$ cat config.mk
export PLATFORM = sky130hd
export DESIGN_NAME = key_tick_counter
export DESIGN_NICKNAME = d
export VERILOG_FILES = /design/src/rtl/key_tick_counter.sv
export SDC_FILE = /design/constraint.sdc
export NUM_CORES = 1
export LEC_CHECK = 0
export ABC_AREA = 1
export ABC_CLOCK_PERIOD_IN_PS = 1750
export CAP_MARGIN = 25
export CELL_PAD_IN_SITES_DETAIL_PLACEMENT = 1
export CELL_PAD_IN_SITES_GLOBAL_PLACEMENT = 1
export CORE_ASPECT_RATIO = 0.7
export CORE_UTILIZATION = 39
export CTS_CLUSTER_SIZE = 10
export DETAILED_ROUTE_END_ITERATION = 10
export GPL_ROUTABILITY_DRIVEN = 1
export PLACE_DENSITY = 0.8
export SYNTH_ARGS = -nofsm -noshare
export SYNTH_HDL_FRONTEND = slang
export SYNTH_SLANG_ARGS = --single-unit
$ cat constraint.sdc
create_clock -name CLK -period 1.75 [get_ports CLK]
set_input_delay 0.2625 -clock CLK [delete_from_list [all_inputs] [get_ports CLK]]
set_output_delay 0.2625 -clock CLK [all_outputs]
set_load 0.03 [all_outputs]
$ cat src/rtl/key_tick_counter.sv
// Up/down 8-bit tick counter steered by a debounced push-button: a short press
// flips the count direction, holding the button for HOLD_CYCLES clears the count.
module key_tick_counter #(
  parameter int DEBOUNCE_CYCLES = 500000,
  parameter int HOLD_CYCLES     = 100000000
) (
  input  logic       CLK,
  input  logic       RST,
  input  logic       TICK,
  input  logic       KEY1,
  output logic [7:0] data,
  output logic       dir,
  output logic       key_press,
  output logic       key_hold,
  output logic [1:0] state_dbg_o,
  output logic       kd_dbg_o
);

  localparam logic [1:0] ST_IDLE    = 2'd0;
  localparam logic [1:0] ST_PRESSED = 2'd1;
  localparam logic [1:0] ST_HELD    = 2'd2;

  localparam logic [23:0] DEB_LAST  = 24'(DEBOUNCE_CYCLES - 1);
  localparam logic [27:0] HOLD_LAST = 28'(HOLD_CYCLES - 1);

  logic        sync1_q, sync2_q;
  logic        kd_q, kd_d;
  logic [23:0] deb_cnt_q, deb_cnt_d;
  logic [27:0] hold_cnt_q, hold_cnt_d;
  logic [1:0]  state_q, state_d;
  logic        key_press_q, key_press_d;
  logic        key_hold_q, key_hold_d;
  logic [7:0]  data_q, data_d;
  logic        dir_q, dir_d;

  // kd only moves after DEBOUNCE_CYCLES consecutive disagreeing samples.
  always_comb begin
    kd_d      = kd_q;
    deb_cnt_d = '0;
    if (sync2_q != kd_q) begin
      if (deb_cnt_q == DEB_LAST) begin
        kd_d = sync2_q;
      end else begin
        deb_cnt_d = deb_cnt_q + 24'd1;
      end
    end
  end

  always_comb begin
    state_d     = state_q;
    hold_cnt_d  = hold_cnt_q;
    key_press_d = 1'b0;
    key_hold_d  = 1'b0;
    case (state_q)
      ST_IDLE: begin
        if (!kd_q) begin
          state_d     = ST_PRESSED;
          key_press_d = 1'b1;
          hold_cnt_d  = '0;
        end
      end
      ST_PRESSED: begin
        if (kd_q) begin
          state_d = ST_IDLE;
        end else if (hold_cnt_q == HOLD_LAST) begin
          state_d    = ST_HELD;
          key_hold_d = 1'b1;
        end else begin
          hold_cnt_d = hold_cnt_q + 28'd1;
        end
      end
      ST_HELD: begin
        if (kd_q) state_d = ST_IDLE;
      end
      default: state_d = ST_IDLE;
    endcase
  end

  // The pulse cycles drive the datapath: a step coinciding with key_press still
  // uses the old direction, and a step coinciding with key_hold loses to the clear.
  always_comb begin
    dir_d  = key_press_q ? ~dir_q : dir_q;
    data_d = data_q;
    if (key_hold_q) begin
      data_d = 8'h00;
    end else if (TICK) begin
      data_d = dir_q ? (data_q - 8'd1) : (data_q + 8'd1);
    end
  end

  always_ff @(posedge CLK) begin
    if (RST) begin
      sync1_q     <= 1'b1;
      sync2_q     <= 1'b1;
      kd_q        <= 1'b1;
      deb_cnt_q   <= '0;
      hold_cnt_q  <= '0;
      state_q     <= ST_IDLE;
      key_press_q <= 1'b0;
      key_hold_q  <= 1'b0;
      data_q      <= 8'h00;
      dir_q       <= 1'b0;
    end else begin
      sync1_q     <= KEY1;
      sync2_q     <= sync1_q;
      kd_q        <= kd_d;
      deb_cnt_q   <= deb_cnt_d;
      hold_cnt_q  <= hold_cnt_d;
      state_q     <= state_d;
      key_press_q <= key_press_d;
      key_hold_q  <= key_hold_d;
      data_q      <= data_d;
      dir_q       <= dir_d;
    end
  end

  assign data        = data_q;
  assign dir         = dir_q;
  assign key_press   = key_press_q;
  assign key_hold    = key_hold_q;
  assign state_dbg_o = state_q;
  assign kd_dbg_o    = kd_q;

endmodule
==> results_dict.tcl <==
set metrics [dict create \
    yosys_warnings 0 \
    timing.final.crit_share 0.9665 \
    crit_start "data[0]$_SDFFE_PP0P_" \
    max_freq_mhz 591.3 \
    area_delta_synth_final_pct 23.17 \
    r2r_setup_slack_ns 0.06 \
    dr_wl_met3_um 732 \
    die_h_um 88.44 \
    n_antenna_cell 0 \
    wirelength_mm 14.27 \
    dp_hpwl_mm 10.00 \
    drive_gt1_frac 0.1562 \
    critPathCaptureType "output pin" \
    h-tree-depth 3 \
    syn_inst 649 \
    critical_path.max_stage_delay_ns 0.71 \
    synthXorXnorAreaFrac 0.03998 \
    outcome "completed" \
    grt.total_usage 0.2573 \
    cp.depth 1 \
    cellPowerDensity_mw_per_mm2 764.4 \
    cp_max_fo 4 \
    clkLatencyLatePin_ns 0.34 \
    wl_per_cell_um 17.20 \
    synth_top_family_by_area "simple AND/OR/NAND/NOR gates" \
    clock_path_buffers 2 \
    wl_met2_mm 6.615 \
    synth_fa_ha_area_frac 0.02885 \
    die_x_um 125.5 \
    worst_pin_slew_ns 0.5765 \
    synth_edf_count 0 \
    clock-sinks 68 \
    cp_top_family "buffers and inverters" \
    remaining_drc_errors 0 \
    dr.pass1.iters 5 \
    drtAntennaViolNets 0 \
    relSlewSlack 0.6153 \
    fin_area_mm2 0.005127 \
    synth.avg_cell_area_um2 6.414 \
    clock_skew_ns 0.01115 \
    worstSetupPathType "reg -> out" \
    max-cap-violations 0 \
    hp-class "reg -> reg" \
    rr_endpoint "data[6]$_SDFFE_PP0P_" \
    numCtsBuffers 9 \
    top_layer_used "met4" \
    hold_viol_final 0 \
    overflow 0 \
    async_reset_ff_frac 0 \
    wl_met1_mm 6.775 \
    ys_seq_area_frac 0.3270 \
    ys_ff_latch 68 \
    nets 707 \
    slew_violations 0 \
    vias 4412 \
    cp-endpoint "data[0]" \
    cts_hold_buf 0 \
    synth_compound_area_frac 0.07635 \
    antenna_found_initial 0 \
    grt_pass1_wl_mm 21.92 \
    cts.clk_slew.worst_paths_ns 0.06 \
    whs_ns 0.4097 \
    crit_arrival_ns 1.43 \
    synth_ff_type "dfxtp_1" \
    critPathRequiredTime_ns 1.49 \
    synthMuxAreaShare 0 \
    cp-start-kind "flop" \
    coreArea_mm2 0.01036 \
    min_from "sync1_q$_SDFF_PP1_" \
    die_area_mm2 0.01110 \
    fin_crit_ns 1.691 \
    start_util 0.4020 \
    critPathSlowestCell "clkdlybuf4s50_1" \
    r2r_cells 8 \
    cts_tree "done" \
    crit_chain "clkdlybuf4s50_1" \
    place.gp.congestion 0.8539 \
    peakVddDrop_uv 472.6 \
    drt_iter0_drc 233 \
    p_leak_nw 1.946 \
    num_rows 31 \
    port_buffers 17 \
    synth_nets 662 \
    ys_types 44 \
    path_buf_inv 1 \
    setup-violations-final 0 \
    grt_start_max_net_pins 25 \
    clockRootBuffer "clkbuf_16" \
    netlist_area_mm2 0.004163 \
    pin_count 18 \
    regToRegStartpoint "data[0]$_SDFFE_PP0P_" \
    grt_pass1_vias 4374 \
    dpl_cell_area_mm2 0.004654 \
    synth-simple-area-share 0.4346 \
    viasPerCell 5.316 \
]
==> what timing repair did <==
action,4_1_cts,5_1_grt
setup buffers,0,1
endpoints found under the setup margin,21,51
cloned,0,1
gates resized for setup,8,22
pin swaps,0,2
==> worst min path at each step <==
stage                         end  slack [ns]  cells past startpoint
6_report       sync2_q$_SDFF_PP1_        0.41                      1
2_1_floorplan  sync1_q$_SDFF_PP1_        0.37                      1
3_5_place_dp   sync2_q$_SDFF_PP1_        0.39                      1
4_1_cts        sync2_q$_SDFF_PP1_        0.41                      1
5_1_grt        sync2_q$_SDFF_PP1_        0.42                      1
3_3_place_gp   sync2_q$_SDFF_PP1_        0.39                      1
==> where the power goes <==
group | switching, mW | internal, mW | leakage (nW)
clock network | 0.734 | 1.42 | 0.162
registers | 0.0155 | 1.56 | 0.555
logic | 0.111 | 0.0708 | 1.23
total | 0.860 | 3.06 | 1.95
==> kinds of logic after synthesis <==
group | after synthesis
adder cells (fa/ha/maj) | 9
AND/OR/NAND/NOR | 406
AO/OA/AOI/OAI | 55
XOR/XNOR | 19
flip-flops | 68
buffers and inverters | 92
==> layout by cell type, fill, tap and decap left out, drive strengths merged, types with 5 or more instances in the layout <==
master / synthesis / final
nand2: 190 / 190
nor2: 134 / 134
inv: 75 / 75
dfxtp: 68 / 68
a21oi: 37 / 37
nand3: 35 / 35
buf: 10 / 30
nand4: 19 / 19
o21ai: 13 / 13
clkdlybuf4s50: 0 / 12
clkbuf: 4 / 12
xnor2: 10 / 10
xor2: 9 / 9
or2: 9 / 9
nor3: 8 / 8
ha: 8 / 8
nor4: 5 / 5
==> cell type report <==
type | count | area (um2)
clock inverters | 4 | 97.59
inverters | 78 | 297.8
flip-flops and latches | 68 | 1376
multi-input cells | 489 | 2494
clock buffers | 11 | 242.7
fillers | 1366 | 5229
repair buffers | 48 | 454.2
well taps | 132 | 165.2
==> flip-flops by register name (all words and copies together), names as in the netlist, 2 cells and up <==
register and count:
hold_cnt_q 28, deb_cnt_q 24, data 8, state_dbg_o 2
==> layer usage <==
metal | track usage | up-vias
met3 | 0.05441 | 14
li1 | - | 2130
met4 | 0.07206 | 0
met5 | 0 | -
met2 | 0.4172 | 112
met1 | 0.3487 | 2156
==> through the flow <==
| stage | power, mW | setup TNS [ns] | std cells | util | worst slack [ns] |
|---|---|---|---|---|---|
| 2_1_floorplan | 1.716 | 0 | 649 | - | 0.06024 |
| 3_3_place_gp | 1.777 | 0 | 813 | 0.4494 | 0.07637 |
| 3_5_place_dp | 1.786 | -0.01529 | 813 | 0.4494 | -0.008668 |
| 4_1_cts | 3.934 | 0 | 828 | 0.4838 | 0.006048 |
| 5_1_grt | 4.033 | -0.1295 | 830 | 0.4951 | -0.03919 |
| 6_report | 3.919 | 0 | 830 | 0.4951 | 0.05867 |
==> cells in the mapped netlist, types with 2 or more instances <==
cell | number | area share
inv_1 | 74 | 0.067
nand3b_1 | 2 | 0.0036
ha_1 | 8 | 0.024
nand3_1 | 33 | 0.040
xnor2_1 | 10 | 0.021
nand2_2 | 12 | 0.018
buf_2 | 5 | 0.0060
or2_2 | 8 | 0.012
a21oi_2 | 8 | 0.017
clkbuf_1 | 4 | 0.0036
nand4_1 | 18 | 0.027
a21oi_1 | 29 | 0.035
nor3b_1 | 3 | 0.0054
nor3_1 | 7 | 0.0084
clkinv_1 | 2 | 0.0018
nor2_2 | 7 | 0.011
nand2_1 | 177 | 0.16
xor2_1 | 9 | 0.019
o21ai_0 | 12 | 0.014
nor2_1 | 124 | 0.11
buf_4 | 2 | 0.0036
nor2_4 | 3 | 0.0081
dfxtp_1 | 68 | 0.33
nor4_1 | 4 | 0.0060
No activity file was read; power rests on OpenSTA's default activity.
